`config.mk`:
```
export PLATFORM = sky130hd
export DESIGN_NAME = led_bank_controller
export DESIGN_NICKNAME = d
export VERILOG_FILES = /design/src/rtl/led_ctrl_pkg.sv /design/src/rtl/btn_debouncer.sv /design/src/rtl/led_bank_controller.sv
export SDC_FILE = /design/constraint.sdc
export NUM_CORES = 1
export LEC_CHECK = 0
export BUFFER_PORTS_ARGS = -buffer_cell sky130_fd_sc_hd__buf_4
export CAP_MARGIN = 20
export CORE_MARGIN = 2
export CORE_UTILIZATION = 59
export DETAILED_ROUTE_END_ITERATION = 16
export PLACE_DENSITY = 0.8
export REMOVE_ABC_BUFFERS = 1
export SLEW_MARGIN = 20
export SYNTH_ARGS = -nofsm -noshare
export SYNTH_HDL_FRONTEND = slang
export SYNTH_SLANG_ARGS = --single-unit
```
`constraint.sdc`:
```
create_clock -name clk -period 2.6 [get_ports clk]
set_input_delay 0.52 -clock clk [delete_from_list [all_inputs] [get_ports clk]]
set_output_delay 0.52 -clock clk [all_outputs]
set_load 0.02 [all_outputs]
```
`src/rtl/led_ctrl_pkg.sv`:
```
// Shared types and defaults for the LED bank controller.
package led_ctrl_pkg;

  typedef enum logic [1:0] {
    MODE_OFF    = 2'd0,
    MODE_ALL_ON = 2'd1,
    MODE_CHASE  = 2'd2,
    MODE_HOST   = 2'd3
  } mode_e;

  localparam int unsigned LED_W_DEFAULT = 16;

endpackage

```
`src/rtl/btn_debouncer.sv`:
```
// Button synchronizer and debouncer; emits a one-cycle pulse per accepted press.
module btn_debouncer #(
  parameter int unsigned DEBOUNCE_CYCLES = 1_000_000
) (
  input  logic clk,
  input  logic rst_n,
  input  logic btn_in,
  output logic btn_stable,
  output logic btn_press
);

  localparam int unsigned CW = (DEBOUNCE_CYCLES > 2) ? $clog2(DEBOUNCE_CYCLES) : 1;

  logic          sync_1;
  logic          btn_sync;
  logic [CW-1:0] cnt;
  logic          stable_d;

  // Two-flop synchronizer for the asynchronous pin.
  always_ff @(posedge clk or negedge rst_n) begin
    if (!rst_n) begin
      sync_1   <= 1'b0;
      btn_sync <= 1'b0;
    end else begin
      sync_1   <= btn_in;
      btn_sync <= sync_1;
    end
  end

  // Level is accepted only after it has differed for DEBOUNCE_CYCLES cycles in a row.
  always_ff @(posedge clk or negedge rst_n) begin
    if (!rst_n) begin
      cnt        <= '0;
      btn_stable <= 1'b0;
    end else if (btn_sync == btn_stable) begin
      cnt <= '0;
    end else if (cnt == CW'(DEBOUNCE_CYCLES - 1)) begin
      cnt        <= '0;
      btn_stable <= btn_sync;
    end else begin
      cnt <= cnt + CW'(1);
    end
  end

  // Rising edge of the debounced level only; releases are ignored.
  always_ff @(posedge clk or negedge rst_n) begin
    if (!rst_n) begin
      stable_d  <= 1'b0;
      btn_press <= 1'b0;
    end else begin
      stable_d  <= btn_stable;
      btn_press <= btn_stable & ~stable_d;
    end
  end

endmodule

```
`src/rtl/led_bank_controller.sv`:
```
// Display-mode sequencer for the LED bank: off, all-on, chase, host-owned.
module led_bank_controller
  import led_ctrl_pkg::*;
#(
  parameter int unsigned LED_W           = LED_W_DEFAULT,
  parameter int unsigned DEBOUNCE_CYCLES = 1_000_000,
  parameter int unsigned STEP_CYCLES     = 10_000_000
) (
  input  logic             clk,
  input  logic             rst_n,
  input  logic             btn_in,
  input  logic             host_led_we,
  input  logic [LED_W-1:0] host_led_data,
  output logic [LED_W-1:0] led_out,
  output logic [1:0]       mode,
  output logic             host_grant,
  output logic             btn_press
);

  localparam int unsigned PW = (STEP_CYCLES > 2) ? $clog2(STEP_CYCLES) : 1;

  mode_e            mode_q;
  mode_e            mode_next;
  logic             btn_stable;
  logic             enter_chase;
  logic [PW-1:0]    presc;
  logic [LED_W-1:0] pattern;
  logic [LED_W-1:0] shadow;

  btn_debouncer #(
    .DEBOUNCE_CYCLES(DEBOUNCE_CYCLES)
  ) u_debouncer (
    .clk       (clk),
    .rst_n     (rst_n),
    .btn_in    (btn_in),
    .btn_stable(btn_stable),
    .btn_press (btn_press)
  );

  // Mode state register; grant tracks the same next state so it changes with mode.
  always_ff @(posedge clk or negedge rst_n) begin
    if (!rst_n) begin
      mode_q     <= MODE_OFF;
      host_grant <= 1'b0;
    end else begin
      mode_q     <= mode_next;
      host_grant <= (mode_next == MODE_HOST);
    end
  end

  // Next-state: each accepted press advances the mode cyclically.
  always_comb begin
    mode_next   = mode_q;
    enter_chase = 1'b0;
    if (btn_press) begin
      unique case (mode_q)
        MODE_OFF:    mode_next = MODE_ALL_ON;
        MODE_ALL_ON: mode_next = MODE_CHASE;
        MODE_CHASE:  mode_next = MODE_HOST;
        MODE_HOST:   mode_next = MODE_OFF;
        default:     mode_next = MODE_OFF;
      endcase
    end
    enter_chase = (mode_next == MODE_CHASE) && (mode_q != MODE_CHASE);
  end

  assign mode = mode_q;

  // Chase prescaler and rotating one-hot pattern; frozen outside chase mode.
  always_ff @(posedge clk or negedge rst_n) begin
    if (!rst_n) begin
      presc   <= '0;
      pattern <= LED_W'(1);
    end else if (enter_chase) begin
      presc   <= '0;
      pattern <= LED_W'(1);
    end else if (mode_q == MODE_CHASE) begin
      if (presc == PW'(STEP_CYCLES - 1)) begin
        presc   <= '0;
        pattern <= {pattern[LED_W-2:0], pattern[LED_W-1]};
      end else begin
        presc <= presc + PW'(1);
      end
    end
  end

  // Host shadow accepts writes in every mode; it is only displayed in host mode.
  always_ff @(posedge clk or negedge rst_n) begin
    if (!rst_n) begin
      shadow <= '0;
    end else if (host_led_we) begin
      shadow <= host_led_data;
    end
  end

  always_ff @(posedge clk or negedge rst_n) begin
    if (!rst_n) begin
      led_out <= '0;
    end else begin
      unique case (mode_q)
        MODE_OFF:    led_out <= '0;
        MODE_ALL_ON: led_out <= '1;
        MODE_CHASE:  led_out <= pattern;
        MODE_HOST:   led_out <= shadow;
        default:     led_out <= '0;
      endcase
    end
  end

endmodule

```
==> results of run 1 <==
-- through the flow --
step / instance area (um2) / setup slack (ns) / TNS (ns) / hold slack, ns
2_1_floorplan: 4350 / -0.410 / -6.18 / 0.224
3_3_place_gp: 4840 / 0.298 / 0 / 0.335
3_5_place_dp: 4840 / 0.198 / 0 / 0.339
4_1_cts: 5030 / 0.179 / 0 / 0.0125
5_1_grt: 5040 / 0.0158 / 0 / 0.0122
6_report: 5040 / 0.226 / 0 / 0.0145
-- cell families (layout without fill, tap and decap cells) --
kind of cell | Yosys count | after routing | share of synthesized area (%)
AND/OR/NAND/NOR | 123 | 123 | 15.3
AO/OA/AOI/OAI | 101 | 101 | 15.2
flip-flops | 100 | 100 | 56.3
buffers and inverters | 33 | 74 | 3.09
XOR/XNOR | 21 | 21 | 4.14
multiplexers | 18 | 18 | 4.53
adder cells (fa/ha/maj) | 5 | 5 | 1.41
-- power groups by stage --
stage / Combinational, W / Clock [W] / Sequential [W]
floorplan: 0.0000363 / 0 / 0.00163
global placement: 0.0000991 / 0 / 0.00163
detailed placement: 0.000102 / 0 / 0.00163
CTS: 0.000102 / 0.000961 / 0.00160
global route: 0.000113 / 0.00102 / 0.00160
finish: 0.0000988 / 0.000930 / 0.00160
-- critical path, delay by kind of cell, from the launching register on --
kind                     cells  cell delay, ns
AO/OA/AOI/OAI                2            0.72
adder cells (fa/ha/maj)      1            0.20
buffers and inverters        1            0.11
flip-flops                   1            0.42
AND/OR/NAND/NOR              2            0.82
-- layout make-up --
cell class	count	area [um2]	share of cell area (%)
tap	99	124	2.46
clock buffer	11	141	2.81
clock inverter	5	45.0	0.894
sequential	100	2500	49.7
multi-input combinational	268	1820	36.1
inverter	11	41.3	0.820
timing repair buffer	47	365	7.25
-- flip-flops by register name, summed over array words and instances, names as in the netlist --
name                    flops
shadow                     16
u_debouncer.stable_d        1
u_debouncer.btn_press       1
u_debouncer.btn_sync        1
pattern                    16
u_debouncer.sync_1          1
presc                      24
host_grant                  1
u_debouncer.cnt            20
u_debouncer.btn_stable      1
led_out                    16
mode                        2
-- worst max path at each step --
stage / cells past startpoint / slack (ns) / to
CTS: 6 / 0.18 / pattern[9]$_DFFE_PN0P_
floorplan: 4 / -0.41 / presc[10]$_DFFE_PN0P_
detailed placement: 6 / 0.20 / pattern[9]$_DFFE_PN0P_
global placement: 6 / 0.30 / pattern[5]$_DFFE_PN0P_
finish: 6 / 0.23 / pattern[9]$_DFFE_PN0P_
global route: 6 / 0.02 / pattern[4]$_DFFE_PN0P_
-- Yosys cell counts, drive strengths merged, types with 6 or more instances --
cell | count | area, um2
nand4 | 9 | 86.3
xnor2 | 9 | 78.8
o21ai | 11 | 55.1
nand3 | 16 | 80.1
a22oi | 16 | 120
dfrtp | 99 | 2480
and3 | 8 | 50.1
nor2 | 29 | 109
inv | 11 | 41.3
a22o | 20 | 175
mux2 | 17 | 191
nand2 | 24 | 90.1
buf | 10 | 51.3
xor2 | 12 | 105
a21oi | 29 | 145
a31oi | 11 | 68.8
clkbuf | 12 | 45.0
and2 | 6 | 37.5
-- metal layers --
metal  routed length [um]  vias up  track usage, %
met3                  329        7            5.93
met1                 3950     1583            31.2
met4                  101        0            6.57
li1                     -     1527               -
met2                 4240       73            35.4
met5                    0        -               0
-- what timing repair did --
item	in CTS	in global routing
gates resized for setup	0	1
setup endpoints to repair	0	16
buffers inserted	0	0
==> results.md, run 1 <==
* R2R Path Start: presc[0]$_DFFE_PN0P_
* Die W at 90.8 um
* Global-route wire length before repair at between 10 and 15 mm
* Remaining global-route overflow at 0
* Diodes inserted at 0
* Area Growth Syn to Fin at 13.2%
* DRT Wirelength at roughly 8.6 mm
* Yosys warns at 0
* MaxCap Viol Count at 0
* Sw Share at between 20% and 30%
* Fraction of layout cells with a size suffix above 1 at around a fifth
* Worst r2r dst: pattern[9]$_DFFE_PN0P_
* Gr usage total at between 20% and 30%
* Vias in the first global route at about 3,100
* Startpoint types: flop
* Synthesized instance count at between 400 and 500
* Clock Latency Late Sink at ~0.37 ns
* Fin util at approximately 69%
* Hold Vio Cnt, Final at 0
* Slew HR at 42.9%
* Clock transition at path regs at ~0.1 ns
* Max IR drop VDD at between 0.3 and 0.4 mV
* Synth Flop Type: dfrtp_1
* GP Congestion at slightly above 0.8
* Tcrit/Tclk final at ~91%
* Clock power share at 35.4%
* CP endpoint kind: flop
* Post-route ant nets at 0
* Power share of the combinational group at between 3 and 4%
* Total power at 0.00263 W
* Run status: complete, no violations
* Clock Sink Count at 100
* Final setup viols at 0
* CP startpoint: presc[0]$_DFFE_PN0P_
* Clock skew at between 0.01 and 0.015 ns
* Yosys reg bits at 100
* Row Count at 31
* DP HPWL at 5.73 mm
* Setup CP Type: reg -> reg
* CTS Hold Bufs at 0
* R2r worst-path depth at 6
* Lkg Pwr at 2.30 nW
* Die ar. at about 8200 um2
* H-tree Lvls at 3
* Part of the power in registers at roughly three fifths
* Iter 0 DRT Violations at 220
* Fin cells at around 540
* Minimum clock period at ~2.4 ns
* Num CTS Buffers at 9
* Average wire per standard cell at around 16 um
* Initial antenna violation count at 0
* CTS tree: built
* Crit-path max cell delay at about 0.44 ns
* Tightest Pin Transition at between 0.8 and 0.9 ns
* Final Net Count at between 400 and 500
* Port bufs at 39
* Die height at 90.8 um
* # placed instances at 525
* Min-delay worst type: in -> async
* RSZ-0062 raised after global routing: false
* Routed via count at about 3,200
* Most common cell after layout, fill and taps aside: dfrtp_1
* Filler Cell Count at approximately 560
* Cell Area, Synth at 4450 um2
* Vias per cell at approximately 6
* Int Pwr at 0.00202 W
* Max Transition Viols Final at 0
* Post-synth EDFFs at 0
* FF-to-FF setup slack at roughly 0.23 ns
* Cell area power density at ~520 nW/um2
* Crit path cell chain: ha_1 -> inv_1 -> nor4_2 -> a21bo_2 -> nand2_1 -> a22o_1
* Share of flip-flops with an asynchronous set or reset at between 90% and 100%
* CP Data Arrival Time at between 2 and 3 ns
* DRT Pass-1 Iters at 4
* Most frequent cells in the layout: dfrtp_1, buf_4, nor2_1, a21oi_1, nand2_1
* Core ar. at 7290 um2
* F_max at between 400 and 500 MHz
* CTS Root Cell: clkbuf_8
* Clk buf depth at 2
* Avg Synthesized Cell Area at between 10 and 15 um2
* Unique masters post-synth at 48
* Crit-path slowest cell: nor4_2
* I/O Pins at 40
* Sequential area share after synthesis at 56.3%
* Largest net degree at the start of global routing at 53
* Crit-path max FO at 16
* Req. time, crit path at ~2.9 ns
* Initial core utilization at 61.0%
* DRC Markers at 0
* Net Switching at 0.000610 W
(Power assumes the default switching activity.)
==> run 2, diff against run 1 <==
--- a/config.mk
+++ b/config.mk
@@ -12,6 +12,7 @@
 export DETAILED_ROUTE_END_ITERATION = 16
 export PLACE_DENSITY = 0.8
 export REMOVE_ABC_BUFFERS = 1
+export SETUP_SLACK_MARGIN = 0.3
 export SLEW_MARGIN = 20
 export SYNTH_ARGS = -nofsm -noshare
 export SYNTH_HDL_FRONTEND = slang
==> run 2 against run 1 <==
  * Clock power about the same
  * Non-clock buffer count unchanged
  * Via count up 1.0%
  * Register-to-register slack better by 0.18 ns
  * Count of clock-buffer cells in the layout unchanged
  * Global-route usage unchanged
  * Clock skew down 0.0018 ns
  * Worst hold slack better by 0.0014 ns
==> results.md, run 2 (synthesis results as in run 1) <==
* Top reg by flops: presc
* Req. time, crit path at 2.86 ns (about the same)
* Port bufs at 39 (unchanged)
* MaxCap Viol Count at 0 (unchanged)
* Vias in the first global route at 3,057 (unchanged)
* CP Data Arrival Time at 2.45 ns (-0.18 ns)
* Startpoint types: flop
* Most Used Layer, Global Route: met2
* Clk buf depth at 2 (unchanged)
* Max IR drop VDD at 0.305 mV (-1.2%)
* Fraction of layout cells with a size suffix above 1 at 20.4% (+0.23 points)
* Clock Latency Late Sink at 0.36 ns (about the same)
* Cell area power density at 522 nW/um2 (about the same)
* Most common cell after layout, fill and taps aside: dfrtp_1
* Top Family by Delay on Critical Path: simple AND/OR/NAND/NOR gates
* Run status: complete, no violations
* DRT Wirelength at 8.69 mm (+0.73%)
* Core ar. at 7290 um2 (unchanged)
* Final Net Count at 462 (unchanged)
* Min-delay worst type: in -> async
* Setup CP Type: reg -> reg
* Crit-path slowest cell: nor4_2
* Initial core utilization at 61.0% (unchanged)
* F_max at 457 MHz (+8.4%)
* Design Area, Final at 5040 um2 (about the same)
* Instance count on the critical path at 6 (unchanged)
* Crit-path max cell delay at 0.43 ns (about the same)
* Fin cells at 541 (unchanged)
* RSZ-0062 raised after global routing: true
* Largest net degree at the start of global routing at 53 (unchanged)
* Die height at 90.8 um (unchanged)
* Num CTS Buffers at 9 (unchanged)
* Die W at 90.8 um (unchanged)
* M2 GR Usage at 35.4% (unchanged)
* Lkg Pwr at 2.30 nW (about the same)
* Register Area at 2500 um2 (unchanged)
* Buffers & Inverters on Critical Path at 1 (unchanged)
* M1 GR Usage at 31.2% (unchanged)
* Gr usage total at 22.5% (unchanged)
* Clock transition at path regs at 0.10 ns (about the same)
* Average wire per standard cell at 16.1 um (+0.73%)
* Remaining global-route overflow at 0 (unchanged)
* Top Registers: presc (24), u_debouncer.cnt (20)
* Routed via count at 3,222 (+1.0%)
* Die ar. at 8250 um2 (unchanged)
* R2r worst-path depth at 6 (unchanged)
* Crit-path max FO at 16 (unchanged)
* Most frequent cells in the layout: dfrtp_1, buf_4, nor2_1, a21oi_1, nand2_1
* FF-to-FF setup slack at 0.41 ns (+0.18 ns)
* Area Growth Syn to Fin at 13.3% (about the same)
* Hold Vio Cnt, Final at 0 (unchanged)
* DP HPWL at 5.73 mm (unchanged)
* R2R Path Start: presc[0]$_DFFE_PN0P_
* Slew HR at 42.2% (-0.74 points)
* Vias per cell at 5.96 (+1.0%)
* Max reg flops at 24 (unchanged)
* Minimum clock period at 2.19 ns (-0.184 ns)
* Met3 Usage GRT at 5.93% (unchanged)
* Filler Cell Count at 561 (-0.18%)
* Global-route wire length before repair at 14.8 mm (unchanged)
* CTS Root Cell: clkbuf_8
* Clock skew at 0.00838 ns (-0.00184 ns)
* Tcrit/Tclk final at 84.2% (-7.1 points)
* Row Count at 31 (unchanged)
* # placed instances at 525 (unchanged)
* H-tree Lvls at 3 (unchanged)
* Diodes inserted at 0 (unchanged)
* Fin util at 69.1% (about the same)
* CTS tree: built
* Post-route ant nets at 0 (unchanged)
* Tightest Pin Transition at 0.860 ns (+0.0110 ns)
* Final setup viols at 0 (unchanged)
* GP Congestion at 0.822 (unchanged)
* Iter 0 DRT Violations at 220 (unchanged)
* Area of the multi-input gates at 1820 um2 (+0.14%)
* I/O Pins at 40 (unchanged)
* Crit path cell chain: ha_1 -> inv_1 -> nor4_2 -> a21bo_2 -> nand2_2 -> a22o_1
* Initial antenna violation count at 0 (unchanged)
* Worst r2r dst: pattern[9]$_DFFE_PN0P_
* CP endpoint kind: flop
* Setup Fix Bufs, Post-CTS at 0 (unchanged)
* DRC Markers at 0 (unchanged)
* Clock Sink Count at 100 (unchanged)
* CP startpoint: presc[0]$_DFFE_PN0P_
* Crit path to: pattern[9]$_DFFE_PN0P_
* Max Transition Viols Final at 0 (unchanged)
* DRT Pass-1 Iters at 5 (+1)
* Placement Cell Area at 4840 um2 (unchanged)
## run 2: cell count changes in the layout (fill, tap and decap cells not counted)
cell / delta
nand2_1: -1
nand2_2: +1
## run 2: cell type report
type | instances | share of cell area, %
Sequential cell | 100 | 49.7
Multi-Input combinational cell | 268 | 36.1
Timing Repair Buffer | 47 | 7.25
Clock buffer | 11 | 2.81
Tap cell | 99 | 2.46
Clock inverter | 5 | 0.894
Inverter | 11 | 0.819
## run 2: repair_timing
item	CTS	global route
setup endpoints to repair	15	30
hold buffers	0	0
gates cloned	0	0
resized for setup	1	1
## run 2: how the worst min path moves through the flow
| stage | start | end | slack (ns) | cells after the start |
|---|---|---|---|---|
| after floorplan | rst_n | host_grant$_DFF_PN0_ | 0.22 | 0 |
| after global placement | u_debouncer.sync_1$_DFF_PN0_ | u_debouncer.btn_sync$_DFF_PN0_ | 0.33 | 0 |
| after detailed placement | u_debouncer.sync_1$_DFF_PN0_ | u_debouncer.btn_sync$_DFF_PN0_ | 0.34 | 0 |
| after CTS | rst_n | u_debouncer.cnt[13]$_DFF_PN0_ | 0.01 | 1 |
| after global routing | rst_n | u_debouncer.cnt[12]$_DFF_PN0_ | 0.01 | 1 |
| final | rst_n | presc[11]$_DFFE_PN0P_ | 0.02 | 1 |
## run 2: metal layers
metal	vias up	routed length (um)	share of wire, %
li1	1528	-	-
met1	1604	3930	45
met2	83	4290	49
met3	7	404	4.7
met4	0	72	0.83
met5	-	0	0
## run 2: worst register-to-register path: stages, from the launching register on
cell and delay (ns):
dfrtp_1 0.42, ha_1 0.20, inv_1 0.11, nor4_2 0.43, a21bo_2 0.35, nand2_2 0.25
a22o_1 0.32
## run 2: where the power goes
group | leakage (nW) | internal (W) | total (W) | switching, W
registers | 1.35 | 0.00158 | 0.00160 | 0.0000167
logic | 0.859 | 0.0000483 | 0.0000989 | 0.0000507
clock network | 0.0856 | 0.000388 | 0.000929 | 0.000542
## run 2: through the flow
| stage | setup TNS, ns | hold WS, ns | worst slack (ns) | power, W |
|---|---|---|---|---|
| floorplan | -6.18 | 0.224 | -0.410 | 0.00166 |
| global placement | 0 | 0.335 | 0.298 | 0.00173 |
| detailed placement | 0 | 0.339 | 0.198 | 0.00173 |
| CTS | 0 | 0.0125 | 0.350 | 0.00266 |
| global route | 0 | 0.0122 | 0.205 | 0.00274 |
| finish | 0 | 0.0158 | 0.410 | 0.00263 |
==> run 3, diff against run 2 <==
==> constraint.sdc (replaced) <==
create_clock -name clk -period 2.3 [get_ports clk]
set_input_delay 0.46 -clock clk [delete_from_list [all_inputs] [get_ports clk]]
set_output_delay 0.46 -clock clk [all_outputs]
set_load 0.02 [all_outputs]
==> run 3 against run 2 <==
  * Fmax rose by 12%
  * Global-route usage rose by 1.2 points
  * Final area rose by 4.1%
  * Register-to-register slack got worse by 0.07 ns
  * Count of clock-buffer cells in the layout did not move
  * Via count rose by 2.5%
  * Final cell count rose by 2.2%
  * Die area did not move
  * Critical path depth fell by 1
  * Critical endpoint is now presc[5]$_DFFE_PN0P_
  * Highest routed layer unchanged
==> results.md, run 3 (synthesis results as in run 1) <==
* Minimum clock period at 1.96 ns (-0.233 ns)
* Max Transition Viols Final at 0 (unchanged)
* CP endpoint kind: flop
* # placed instances at 532 (+1.3%)
* DP HPWL at 6.10 mm (+6.4%)
* Most frequent cells in the layout: dfrtp_1, buf_4, nor2_1, a21oi_1, nand2_1
* Clock Sink Count at 100 (unchanged)
* Num CTS Buffers at 9 (unchanged)
* Tightest Pin Transition at 0.613 ns (-0.247 ns)
* Final Net Count at 474 (+2.6%)
* Max reg flops at 24 (unchanged)
* Largest net degree at the start of global routing at 50 (-5.7%)
* Post-route ant nets at 0 (unchanged)
* MaxCap Viol Count at 0 (unchanged)
* Hold WS at 0.0932 ns (+0.0773 ns)
* Die height at 90.8 um (unchanged)
* Remaining global-route overflow at 0 (unchanged)
* Req. time, crit path at 2.56 ns (-0.30 ns)
* DRC Markers at 0 (unchanged)
* Iter 0 DRT Violations at 226 (+2.7%)
* Final setup viols at 0 (unchanged)
* Gr usage total at 23.7% (+1.2 points)
* Top Registers: presc (24), u_debouncer.cnt (20)
* Buffers & Inverters on Critical Path at 2 (+1)
* Fin cells at 553 (+2.2%)
* Die W at 90.8 um (unchanged)
* Average wire per standard cell at 17.0 um (+5.9%)
* DRT Pass-1 Iters at 4 (-1)
* Setup ws final at 0.344 ns (-0.0668 ns)
* Clock skew at 0.0107 ns (+0.00228 ns)
* Top Family by Delay on Critical Path: compound AO/OA/AOI/OAI gates
* CTS tree: built
* Lkg Pwr at 2.41 nW (+5.0%)
* Run status: complete, no violations
* Core ar. at 7290 um2 (unchanged)
* Clk buf depth at 2 (unchanged)
* Area Growth Syn to Fin at 18.0%
* DP Worst Slack at -0.106 ns (-0.304 ns)
* H-tree Lvls at 3 (unchanged)
* Most common cell after layout, fill and taps aside: dfrtp_1
* Port bufs at 39 (unchanged)
* Hold Vio Cnt, Final at 0 (unchanged)
* Tcrit/Tclk final at 85.1% (+0.84 points)
* Max IR drop VDD at 0.452 mV (+48%)
* Setup CP Type: reg -> reg
* Clock Latency Late Sink at 0.37 ns (about the same)
* CP Data Arrival Time at 2.22 ns (-0.23 ns)
* Startpoint types: flop
* Crit-path slowest cell: dfrtp_1
* Die ar. at 8250 um2 (unchanged)
* Filler Cell Count at 515 (-8.2%)
* Crit-path max cell delay at 0.48 ns (+0.05 ns)
* Top reg by flops: presc
* Crit path cell chain: inv_1 -> ha_1 -> a311o_1 -> buf_4 -> a31oi_1
* Vias per cell at 5.97 (+0.29%)
* GP Congestion at 0.810 (-1.4%)
* Diodes inserted at 0 (unchanged)
* CTS Root Cell: clkbuf_8
* Slew HR at 59.1% (+17 points)
* Clock transition at path regs at 0.09 ns (about the same)
* DRT Wirelength at 9.40 mm (+8.3%)
* Initial antenna violation count at 0 (unchanged)
* Crit-path max FO at 9 (-7)
* Global-route wire length before repair at 15.7 mm (+5.5%)
* Row Count at 31 (unchanged)
* Fraction of layout cells with a size suffix above 1 at 23.8% (+3.4 points)
* Vias in the first global route at 3,313 (+8.4%)
* Routed via count at 3,303 (+2.5%)
* Cell area power density at 613 nW/um2 (+17%)
* F_max at 511 MHz (+12%)
* I/O Pins at 40 (unchanged)
* Initial core utilization at 61.0% (unchanged)
* RSZ-0062 raised after global routing: true
* Min-delay worst type: in -> async
[run 3: cell types whose count changed in the layout (fill, tap and decap cells not counted), sizes merged]
cell      change
buf          +12
clkinvlp      -3
bufinv        +2
clkinv        +1
[run 3: report_power, final]
group / switching [W] / internal (W) / leakage [nW]
combinational: 0.0000585 / 0.0000556 / 0.940
sequential: 0.0000196 / 0.00179 / 1.35
clock: 0.000605 / 0.000685 / 0.122
[run 3: final timing paths]
kind | from | end | slack, ns | depth (start not counted)
worst max-delay path | mode[0]$_DFF_PN0_ | presc[5]$_DFFE_PN0P_ | 0.34 | 5
worst min-delay path | rst_n | presc[7]$_DFFE_PN0P_ | 0.09 | 1
worst max register to register | mode[0]$_DFF_PN0_ | presc[5]$_DFFE_PN0P_ | 0.34 | 5
worst min register to register | u_debouncer.sync_1$_DFF_PN0_ | u_debouncer.btn_sync$_DFF_PN0_ | 0.36 | 0
max in group asynchronous | rst_n | pattern[8]$_DFFE_PN0P_ | 1.59 | 2
min in group clk | btn_in | u_debouncer.sync_1$_DFF_PN0_ | 0.19 | 1
[run 3: metrics by stage]
step | instance area (um2) | TNS [ns] | power [W] | utilization [%]
CTS | 5180 | 0 | 0.00325 | 71.0
global route | 5250 | 0 | 0.00334 | 72.0
detailed placement | 4900 | -1.47 | 0.00196 | 67.2
finish | 5250 | 0 | 0.00321 | 72.0
global placement | 4900 | 0 | 0.00196 | 67.2
floorplan | 4350 | -14.63 | 0.00188 | -
[run 3: area by class of cell]
class | instances | area (um2) | share of cell area [%]
Clock inverter | 5 | 88.8 | 1.69
Tap cell | 99 | 124 | 2.36
Inverter | 11 | 41.3 | 0.787
Sequential cell | 100 | 2500 | 47.7
Clock buffer | 11 | 151 | 2.89
Timing Repair Buffer | 59 | 455 | 8.68
Multi-Input combinational cell | 268 | 1880 | 35.9
[run 3: routing by layer]
metal | wire, um | vias up | track usage (%)
met2 | 4730 | 78 | 38.6
met5 | 0 | - | 0
li1 | - | 1549 | -
met1 | 4060 | 1656 | 31.0
met3 | 428 | 20 | 6.34
met4 | 187 | 0 | 8.33
[run 3: timing repair]
item / 4_1_cts / 5_1_grt
hold buffers: 0 / 0
setup endpoints to repair: 31 / 28
pin swaps: 0 / 2
gates resized for setup: 8 / 5
setup buffers: 0 / 5
